--- config.mk ---
export PLATFORM = sky130hd
export DESIGN_NAME = uart_tx_param
export DESIGN_NICKNAME = d
export VERILOG_FILES = /design/src/rtl/uart_pkg.sv /design/src/rtl/uart_baud_tick.sv /design/src/rtl/uart_tx_param.sv
export SDC_FILE = /design/constraint.sdc
export NUM_CORES = 1
export LEC_CHECK = 0
export CORE_MARGIN = 10
export CORE_UTILIZATION = 46
export DETAILED_ROUTE_END_ITERATION = 6
export PLACE_DENSITY = 0.66
export SLEW_MARGIN = 20
export SYNTH_ARGS = -nofsm -noshare
export SYNTH_HDL_FRONTEND = slang
export SYNTH_HIERARCHICAL = 1
export SYNTH_SLANG_ARGS = --single-unit
export TNS_END_PERCENT = 100
--- constraint.sdc ---
create_clock -name clk_t -period 6.5 [get_ports clk_t]
set_clock_uncertainty 0.15 [all_clocks]
set_input_delay 0.65 -clock clk_t [delete_from_list [all_inputs] [get_ports clk_t]]
set_output_delay 0.65 -clock clk_t [all_outputs]
set_load 0.005 [all_outputs]
--- src/rtl/uart_pkg.sv ---
// uart_pkg -- shared types and helpers for the UART transmitter (and the
// future receiver).
//   parity_e   : parity mode encoding (none / even / odd)
//   tx_state_e : transmitter FSM states
//   frame_bits : number of bit periods in one serial frame
package uart_pkg;

    typedef enum logic [1:0] {
        PAR_NONE = 2'd0,
        PAR_EVEN = 2'd1,
        PAR_ODD  = 2'd2
    } parity_e;

    typedef enum logic [2:0] {
        IDLE,
        START,
        DATA,
        PARITY,
        STOP
    } tx_state_e;

    // start bit + data bits + optional parity bit + stop bits
    function automatic int frame_bits(input int data_w, input int parity, input int stop_bits);
        return 1 + data_w + ((parity != 0) ? 1 : 0) + stop_bits;
    endfunction

endpackage

--- src/rtl/uart_baud_tick.sv ---
// uart_baud_tick -- bit-period timer.
//   clk_t    : system clock
//   srst     : asynchronous active-high reset
//   clear    : restart the bit period (counter to 0 on the next edge)
//   bit_tick : high during the last clk_t cycle of each bit period
// A bit period is exactly CLKS_PER_BIT cycles: the counter runs
// 0..CLKS_PER_BIT-1 and wraps to 0 on the tick.
module uart_baud_tick #(
    parameter int CLKS_PER_BIT = 16
) (
    input  logic clk_t,
    input  logic srst,
    input  logic clear,
    output logic bit_tick
);

    localparam int CNT_W = (CLKS_PER_BIT > 2) ? $clog2(CLKS_PER_BIT) : 1;
    localparam logic [CNT_W-1:0] LAST_CNT = CNT_W'(CLKS_PER_BIT - 1);

    logic [CNT_W-1:0] cnt_reg;
    logic [CNT_W-1:0] cnt_next;

    assign bit_tick = (cnt_reg == LAST_CNT);

    always_comb begin
        cnt_next = cnt_reg + 1'b1;
        if (clear || bit_tick) begin
            cnt_next = '0;
        end
    end

    always_ff @(posedge clk_t or posedge srst) begin
        if (srst) begin
            cnt_reg <= '0;
        end else begin
            cnt_reg <= cnt_next;
        end
    end

endmodule

--- src/rtl/uart_tx_param.sv ---
// uart_tx_param -- parametrised UART transmitter with a one-entry holding
// buffer. Frames go out LSB-first: start(0), DATA_W data bits, optional
// parity bit, STOP_BITS stop bits(1).
//   clk_t   : system clock
//   srst    : asynchronous active-high reset
//   start   : producer valid; accepted on an edge where start && ready
//   data_in : character, sampled only on acceptance
//   ready   : holding buffer empty (straight from a register)
//   tx      : registered serial output, idles high
//   busy    : FSM not idle or holding buffer full
//   done    : one-cycle pulse after the final stop bit of each frame
module uart_tx_param
    import uart_pkg::*;
#(
    parameter int DATA_W       = 8,
    parameter int CLKS_PER_BIT = 16,
    parameter int PARITY       = 1,
    parameter int STOP_BITS    = 1
) (
    input  logic              clk_t,
    input  logic              srst,
    input  logic              start,
    input  logic [DATA_W-1:0] data_in,
    output logic              ready,
    output logic              tx,
    output logic              busy,
    output logic              done
);

    generate
        if (DATA_W < 5 || DATA_W > 9) begin : g_bad_data_w
            $error("uart_tx_param: DATA_W must be 5..9");
        end
        if (CLKS_PER_BIT < 2) begin : g_bad_clks
            $error("uart_tx_param: CLKS_PER_BIT must be >= 2");
        end
        if (PARITY < 0 || PARITY > 2) begin : g_bad_parity
            $error("uart_tx_param: PARITY must be 0, 1 or 2");
        end
        if (STOP_BITS < 1 || STOP_BITS > 2) begin : g_bad_stop
            $error("uart_tx_param: STOP_BITS must be 1 or 2");
        end
    endgenerate

    localparam parity_e PAR_MODE = (PARITY == 2) ? PAR_ODD :
                                   (PARITY == 1) ? PAR_EVEN : PAR_NONE;
    localparam logic [3:0] LAST_DATA = 4'(DATA_W - 1);
    localparam logic [3:0] LAST_STOP = 4'(STOP_BITS - 1);

    tx_state_e         state_reg, state_next;
    logic [DATA_W-1:0] shreg_reg, shreg_next;
    logic              par_reg, par_next;
    logic [3:0]        bit_cnt_reg, bit_cnt_next;
    logic [DATA_W-1:0] hold_data_reg, hold_data_next;
    logic              hold_valid_reg, hold_valid_next;
    logic              tx_reg, tx_next;
    logic              done_reg, done_next;
    logic              load;
    logic              accept;
    logic              bit_tick;
    logic              baud_clear;

    assign ready  = !hold_valid_reg;
    assign accept = start && !hold_valid_reg;
    assign tx     = tx_reg;
    assign done   = done_reg;
    assign busy   = (state_reg != IDLE) || hold_valid_reg;

    // Restart the bit period on every state change so each state starts a
    // full CLKS_PER_BIT window; keep it parked at 0 while idle.
    assign baud_clear = (state_reg == IDLE) || (state_next != state_reg);

    uart_baud_tick #(
        .CLKS_PER_BIT(CLKS_PER_BIT)
    ) u_baud (
        .clk_t   (clk_t),
        .srst    (srst),
        .clear   (baud_clear),
        .bit_tick(bit_tick)
    );

    always_comb begin
        state_next   = state_reg;
        bit_cnt_next = bit_cnt_reg;
        tx_next      = tx_reg;
        done_next    = 1'b0;
        load         = 1'b0;

        case (state_reg)
            IDLE: begin
                tx_next = 1'b1;
                if (hold_valid_reg) begin
                    load       = 1'b1;
                    tx_next    = 1'b0;
                    state_next = START;
                end
            end
            START: begin
                if (bit_tick) begin
                    tx_next      = shreg_reg[0];
                    bit_cnt_next = '0;
                    state_next   = DATA;
                end
            end
            DATA: begin
                if (bit_tick) begin
                    if (bit_cnt_reg == LAST_DATA) begin
                        bit_cnt_next = '0;
                        if (PAR_MODE != PAR_NONE) begin
                            tx_next    = par_reg;
                            state_next = uart_pkg::PARITY;
                        end else begin
                            tx_next    = 1'b1;
                            state_next = STOP;
                        end
                    end else begin
                        // shreg shifts this edge, so the next bit is [1] now
                        tx_next      = shreg_reg[1];
                        bit_cnt_next = bit_cnt_reg + 4'd1;
                    end
                end
            end
            uart_pkg::PARITY: begin
                if (bit_tick) begin
                    tx_next      = 1'b1;
                    bit_cnt_next = '0;
                    state_next   = STOP;
                end
            end
            STOP: begin
                if (bit_tick) begin
                    if (bit_cnt_reg == LAST_STOP) begin
                        done_next    = 1'b1;
                        bit_cnt_next = '0;
                        if (hold_valid_reg) begin
                            // chain straight into the next start bit
                            load       = 1'b1;
                            tx_next    = 1'b0;
                            state_next = START;
                        end else begin
                            tx_next    = 1'b1;
                            state_next = IDLE;
                        end
                    end else begin
                        bit_cnt_next = bit_cnt_reg + 4'd1;
                    end
                end
            end
            default: begin
                tx_next    = 1'b1;
                state_next = IDLE;
            end
        endcase
    end

    always_comb begin
        shreg_next      = shreg_reg;
        par_next        = par_reg;
        hold_data_next  = hold_data_reg;
        hold_valid_next = hold_valid_reg;

        if (load) begin
            shreg_next      = hold_data_reg;
            par_next        = (^hold_data_reg) ^ (PAR_MODE == PAR_ODD);
            hold_valid_next = 1'b0;
        end else if (state_reg == DATA && bit_tick) begin
            shreg_next = shreg_reg >> 1;
        end

        // load needs hold_valid=1 and accept needs hold_valid=0, so they
        // never coincide; a start on the load edge is ignored.
        if (accept) begin
            hold_data_next  = data_in;
            hold_valid_next = 1'b1;
        end
    end

    always_ff @(posedge clk_t or posedge srst) begin
        if (srst) begin
            state_reg      <= IDLE;
            shreg_reg      <= '0;
            par_reg        <= 1'b0;
            bit_cnt_reg    <= '0;
            hold_data_reg  <= '0;
            hold_valid_reg <= 1'b0;
            tx_reg         <= 1'b1;
            done_reg       <= 1'b0;
        end else begin
            state_reg      <= state_next;
            shreg_reg      <= shreg_next;
            par_reg        <= par_next;
            bit_cnt_reg    <= bit_cnt_next;
            hold_data_reg  <= hold_data_next;
            hold_valid_reg <= hold_valid_next;
            tx_reg         <= tx_next;
            done_reg       <= done_next;
        end
    end

endmodule

==> results.txt, run 1 <==
----------------------------------------------------
[Run status]
  Outcome ... finished, final reports clean

[Floorplanning]
  Total I/O pin count ... 15
  Total die area ... 6343 um2
  Starting utilization of the core area ... 48.28%
  Core area ... around 3400 um2
  DIE WIDTH ... roughly 80 um
  Vert. Die Dim ... roughly 80 um
  Row Count ... 21

[Pwr]
  Sw Ratio ... around a third
  Cell-internal power ... 0.0005069 W
  Combinational share of power ... between 30% and 40%
  Static power due to leakage ... ~0.78 nW
  PD cells ... 420.1 nW/um2
  Peak supply drop ... roughly 0.21 mV
  Share of total power in the clock network ... between 10% and 20%
  Reported net switching power ... 0.0002732 W
  Part of the total power dissipated in sequential elements ... between 40% and 50%

[Placement]
  HPWL after DPL ... about 2200 um
  Port buffer count ... 14
  RD Place Congestion ... 0.8617
  Instance count after placement with tap cells included ... ~200
  Worst setup timing slack at the placement stage ... 3.818 ns

[Routing]
  Post-route antenna net violation count ... 0
  Via total after detailed routing ... roughly 1100
  Final wirelength ... 3047 um
  Detailed-route wire length per cell ... 14.72 um
  Via-to-Cell Ratio ... around 5.4
  Number of optimization iterations in the first detailed-route pass ... 4
  Initial DRC Count ... 90
  DRC violations left ... 0

[Yosys]
  Unique masters post-synth ... 45
  Yosys top cell by area ... sky130_fd_sc_hd__dfrtp_1
  Syn_area_per_cell ... roughly 11 um2
  Leading cell type by number of instances after synthesis ... sky130_fd_sc_hd__dfrtp_1
  Register bit count reported by yosys ... 31
  XOR/XNOR Fraction of Synth Area ... just under 6%
  Number of warnings printed during yosys synthesis ... 6
  Seq/Total Area, Yosys ... 47.48%
  Most frequent cells after synthesis ... sky130_fd_sc_hd__dfrtp_1 (30), sky130_fd_sc_hd__mux2_2 (10), sky130_fd_sc_hd__xnor2_1 (10)
  Synth async-reset ratio ... 100.0%
  Number of enable-type register cells in the synthesized netlist ... 0
  Cell area after synthesis ... 1637 um2
  Synth top area share ... a little under half
  Multiplexer share of the synthesized area ... under 10%
  Post-synthesis cell count ... 146
  Net count of the mapped netlist ... 160
  Synth Area in Compound Gates ... between 15 and 20%
  Top area cells in the synthesized netlist ... sky130_fd_sc_hd__dfrtp_1 (46%), sky130_fd_sc_hd__mux2_2 (6.9%), sky130_fd_sc_hd__xnor2_1 (5.4%), sky130_fd_sc_hd__a21o_2 (3.2%), sky130_fd_sc_hd__ha_1 (2.3%)
  Most instantiated flip-flop cell in the synthesis netlist ... sky130_fd_sc_hd__dfrtp_1
  Simple-gate area share of the yosys netlist ... between 15 and 20%
  Combinational family with the most area after synthesis ... simple AND/OR/NAND/NOR gates
  Adder-cell share of the synthesized area ... about 2.3%

[Hold path]
  Beginning of the worst hold path ... shreg_reg[2]
  Class of the tightest hold or removal check ... flip-flop to flip-flop

[STA]
  Slew at the pin closest to its max-slew limit ... between 0.7 and 0.8 ns
  Max_slew headroom ... around half
  Post-route setup slack ... approximately 3.8 ns
  Final count of hold timing violations ... 0
  Number of max-slew violations in the final report ... 0
  Final Critical Period ... approximately 2.7 ns
  Unrepaired setup endpoints after global routing ... no
  Post-route fraction of the period consumed by the critical path ... between 40 and 50%
  Fmax ... between 300 and 400 MHz
  Final setup violating endpoints ... 0
  Final sum of negative setup slack ... 0 ns

[Worst setup path]
  Startpoint type of the worst setup path ... flip-flop
  Nature of the critical path endpoint ... primary output
  Worst setup slack for register-to-register paths ... between 3 and 4 ns
  Critical path fanouts, max ... 13
  Worst r2r src ... u_baud/cnt_reg[0]
  WP data required ... roughly 5.7 ns
  Worst EP arrival ... 1.89 ns
  Beginning of the critical path ... state_reg[0]
  Worst setup path class ... flip-flop to primary output

[Clock tree]
  CTS resizes ... 0
  Hold buffer count at CTS ... 0
  Clock net sink count ... 31
  CTS tree ... done
  Postcts setup bufs ... 0
  Clock latency at the later pin of the worst-skew pair ... ~0.33 ns
  CTS HTree Levels ... 2
  Clock tree buffer depth ... 2
  Clk pin slew, worst setup/hold paths ... 0.11 ns
  Cell at the root of the clock tree ... sky130_fd_sc_hd__clkbuf_4
  Num CTS Buffers ... 5

[GRT]
  Overall global routing resource usage ... about a tenth
  Antenna violations before repair ... 0
  Remaining global-route overflow ... 0
  Via count of the first global-routing pass ... 1146
  Wire length of the first global-routing pass ... about 5200 um
  Maximum number of pins on one net before global-route repair ... 28

[Finish]
  Relative area change from synthesis to final layout ... 13.46%
  Diodes inserted ... 0
  Final cell utilization of the core ... 54.78%
  Fill cell count ... roughly 310
  Count of placed standard cells in the final layout, fillers left out ... 207
  Net total in the final layout ... approximately 170
  Share of post-route cells with drive strength above 1 ... 21.12%

[Flow run]
  Count of max-cap constraint violations ... 0

----------------------------------------------------
## power by group through the flow
stage | Combinational (W) | Clock, W | Sequential, W
after floorplan | 0.000262 | 0 | 0.000323
after global placement | 0.000297 | 0 | 0.000349
after detailed placement | 0.000303 | 0 | 0.000354
after CTS | 0.000305 | 0.000134 | 0.000351
after global routing | 0.000338 | 0.000143 | 0.000364
final | 0.000301 | 0.000129 | 0.000350
## final cells by class
cell class | instances | area (um2) | area share, %
sequential | 31 | 777.0 | 41.85
timing repair buffer | 14 | 140.1 | 7.547
clock buffer | 8 | 68.82 | 3.706
multi-input combinational | 99 | 779.5 | 41.98
tap | 46 | 57.56 | 3.100
inverter | 9 | 33.78 | 1.819
## placed cells by master, fill, tap and decap left out, drive strengths merged, types with 2 or more instances in the layout
cell           Yosys  layout
inv                9       9
mux2              10      10
ha                 3       3
dfrtp             30      30
or3b               2       2
o21ai              6       6
nand2              8       8
clkbuf             1       8
a21oi              6       6
or4                2       2
xnor2             10      10
nor3b              3       3
nand3b             2       2
nor2               9       9
a22o               6       6
and3               2       2
nand2b             3       3
clkdlybuf4s50      0      14
a21o               7       7
nand3              3       3
## path summary, 6_finish.rpt
check,depth (start not counted),to
setup / recovery,2,busy
hold / removal,1,shreg_reg[2]
setup reg to reg,7,u_baud/cnt_reg[0]
hold reg to reg,1,shreg_reg[2]
max in group asynchronous,2,tx
min in group asynchronous,2,u_baud/cnt_reg[3]
## layer usage
layer,up-vias,global-route usage (%),share of wire [%]
met5,-,0,0
met4,0,3.763,0.72
met3,2,4.054,4.2
met2,17,16.67,49
met1,548,11.87,46
li1,543,-,-
## through the flow
stage               total power, W  cell area, um2  hold WS (ns)
finish                   0.0007801            1857        0.3434
global route             0.0008443            1857        0.3710
CTS                      0.0007898            1857        0.3446
detailed placement       0.0006574            1788        0.3217
global placement         0.0006462            1788        0.3186
floorplan                0.0005855            1637        0.2661
## critical path: stages, from the launching register on
cell and delay, ns:
sky130_fd_sc_hd__dfrtp_1 0.55, sky130_fd_sc_hd__or4_1 0.55, sky130_fd_sc_hd__clkdlybuf4s50_1 0.46
## cells by family after synthesis
kind of cell / Yosys count
compound gates: 33
xor+xnor: 11
fa+ha+maj: 3
buf+inv: 16
flops: 31
mux: 11
simple gates: 41
Note: power is estimated with default switching activity, not from simulation.
==> inputs of run 2 (changes only) <==
- PLACE_DENSITY: 0.66 -> 0.69
- clock period: 6.5 -> 2.3 ns (I/O delays scaled with it)
==> run 2 against run 1 <==
Combinational power grew to 3.0 times the previous value. Global-route usage increased by 0.35 points. Flip-flop and latch count stayed put. Highest routed layer unchanged. Via count up 2.0%. Critical endpoint unchanged.
==> results.txt, run 2 (same netlist as run 1, synthesis figures left out) <==
----------------------------------------------------
[Run status]
  Outcome ... finished, final reports clean

[STA]
  Post-route fraction of the period consumed by the critical path ... a little over nine tenths
  Fmax ... 455.6 MHz
  Number of max-slew violations in the final report ... 0 (unchanged)
  Final count of hold timing violations ... 0 (unchanged)
  Slew at the pin closest to its max-slew limit ... 0.3584 ns (-0.3987 ns)
  Final setup violating endpoints ... 0 (unchanged)
  Final Critical Period ... about 2.2 ns
  Max_slew headroom ... 76.02% (+26 points)
  Unrepaired setup endpoints after global routing ... no
  Final sum of negative setup slack ... 0 ns (unchanged)

[Floorplanning]
  Starting utilization of the core area ... 48.28% (unchanged)
  Core area ... 3390 um2 (unchanged)
  Total die area ... 6343 um2 (unchanged)
  Vert. Die Dim ... 79.65 um (unchanged)
  Total I/O pin count ... 15 (unchanged)
  DIE WIDTH ... 79.65 um (unchanged)
  Row Count ... 21 (unchanged)

[Placement]
  Instance count after placement with tap cells included ... 203 (+2.0%)
  RD Place Congestion ... 0.9485 (+10%)
  Port buffer count ... 14 (unchanged)
  HPWL after DPL ... 2197 um (-0.65%)
  Total placed instance area ... 1822 um2 (+1.9%)

[Pwr]
  PD cells ... 1161 nW/um2 (+180%)
  Post-layout power ... 0.002238 W (+190%)
  Static power due to leakage ... 0.8143 nW (+4.8%)
  Peak supply drop ... 0.9042 mV (+330%)

[Routing]
  Final wirelength ... 3046 um (about the same)
  Initial DRC Count ... 58 (-36%)
  Detailed-route wire length per cell ... 14.17 um (-3.8%)
  Via-to-Cell Ratio ... 5.265 (-1.8%)
  Post-route antenna net violation count ... 0 (unchanged)
  DRC violations left ... 0 (unchanged)
  Via total after detailed routing ... 1132 (+2.0%)
  Number of optimization iterations in the first detailed-route pass ... 4 (unchanged)

[Worst setup path]
  Worst setup path class ... flip-flop to primary output
  Startpoint type of the worst setup path ... flip-flop
  Worst setup slack for register-to-register paths ... 0.19 ns (-3.66 ns)
  R2R depth ... 7 (unchanged)
  Nature of the critical path endpoint ... primary output
  Worst r2r src ... u_baud/cnt_reg[0]
  WP data required ... 1.92 ns (-3.78 ns)
  Worst EP arrival ... 1.82 ns (-0.07 ns)
  Endpoint of the most critical register-to-register path ... u_baud/cnt_reg[0]
  Beginning of the critical path ... state_reg[0]
  Critical path capture point ... busy
  Critical path fanouts, max ... 13 (unchanged)

[GRT]
  Via count of the first global-routing pass ... 1191 (+3.9%)
  Overall global routing resource usage ... 10.60% (+0.35 points)
  Antenna violations before repair ... 0 (unchanged)
  Maximum number of pins on one net before global-route repair ... 28 (unchanged)
  Wire length of the first global-routing pass ... 5333 um (+2.4%)
  Remaining global-route overflow ... 0 (unchanged)

[Finish]
  Total area of multi-input combinational cells ... 783.3 um2 (+0.48%)
  Commonest non-fill, non-tap cells in the layout ... sky130_fd_sc_hd__dfrtp_1 (27), sky130_fd_sc_hd__clkdlybuf4s50_1 (14), sky130_fd_sc_hd__mux2_2 (10), sky130_fd_sc_hd__xnor2_1 (10)
  Relative area change from synthesis to final layout ... 17.74%
  Count of placed standard cells in the final layout, fillers left out ... 215 (+3.9%)
  Area of all sequential standard cells ... 780.7 um2 (+0.48%)
  Share of post-route cells with drive strength above 1 ... 26.04% (+4.9 points)
  Fill cell count ... 285 (-6.9%)
  Most common cell after layout, fill and taps aside ... sky130_fd_sc_hd__dfrtp_1
  Final cell utilization of the core ... 56.85% (+2.1 points)
  Net total in the final layout ... 182 (+4.6%)
  Diodes inserted ... 0 (unchanged)
  Fin area ... 1927 um2 (+3.8%)

[Clock tree]
  Clock tree buffer depth ... 2 (unchanged)
  CTS tree ... done
  Clk pin slew, worst setup/hold paths ... 0.09 ns (-0.02 ns)
  Cell at the root of the clock tree ... sky130_fd_sc_hd__clkbuf_4
  CTS HTree Levels ... 2 (unchanged)
  Clock net sink count ... 31 (unchanged)
  Num CTS Buffers ... 5 (unchanged)
  Clock latency at the later pin of the worst-skew pair ... 0.32 ns (about the same)

[Hold path]
  Class of the tightest hold or removal check ... flip-flop to flip-flop
  Hold path cells ... 1 (unchanged)

[Flow run]
  Count of max-cap constraint violations ... 0 (unchanged)

----------------------------------------------------
## run 2: cell count changes in the layout (fill, tap and decap cells not counted), sizes merged
| cell | previous run | this run |
|---|---|---|
| buf | 0 | 7 |
| dlygate4sd3 | 0 | 1 |
## run 2: final cells by class
cell class	count	share of cell area (%)
Clock buffer	8	3.571
Inverter	9	1.753
Multi-Input combinational cell	99	40.65
Sequential cell	31	40.52
Tap cell	46	2.987
Timing Repair Buffer	22	10.52
## run 2: worst max-delay path, stage by stage, from the launching register on
cell	delay, ns
sky130_fd_sc_hd__dfrtp_2	0.51
sky130_fd_sc_hd__or4_1	0.53
sky130_fd_sc_hd__clkdlybuf4s50_1	0.46
## run 2: stage by stage
step,setup slack [ns],hold slack (ns)
floorplan,0.01974,-0.1539
global placement,0.2666,0.2971
detailed placement,0.2022,0.3018
CTS,0.01864,0.3336
global route,0.02256,0.3466
finish,0.1049,0.3438
## run 2: metal layers
| metal | routed length (um) | GRT usage, % | up-vias | share of wire [%] |
|---|---|---|---|---|
| met5 | 0 | 0 | - | 0 |
| li1 | - | - | 562 | - |
| met2 | 1562 | 18.37 | 20 | 51 |
| met4 | 19 | 3.763 | 0 | 0.62 |
| met3 | 148 | 4.054 | 2 | 4.9 |
| met1 | 1316 | 11.47 | 548 | 43 |
## run 2: report_power, final
group / total [W] / internal [W] / switching (W)
clock: 0.000359 / 0.000180 / 0.000180
combinational: 0.000909 / 0.000526 / 0.000383
sequential: 0.000970 / 0.000773 / 0.000197
total: 0.00224 / 0.00148 / 0.000760
## run 2: how the worst min path moves through the flow
stage            startpoint                end  slack [ns]
2_1_floorplan          srst  u_baud/cnt_reg[0]       -0.15
3_3_place_gp           srst  u_baud/cnt_reg[2]        0.30
3_5_place_dp           srst  u_baud/cnt_reg[3]        0.30
4_1_cts               start     hold_valid_reg        0.33
5_1_grt          data_in[1]   hold_data_reg[1]        0.35
6_report       shreg_reg[6]       shreg_reg[6]        0.34
## run 2: timing repair
item                                   in CTS  in global routing
setup buffers                               0                  3
gates resized for setup                     1                  2
hold buffers                                1                  0
endpoints found under the hold margin       4                  0
setup endpoints to repair                   1                  1
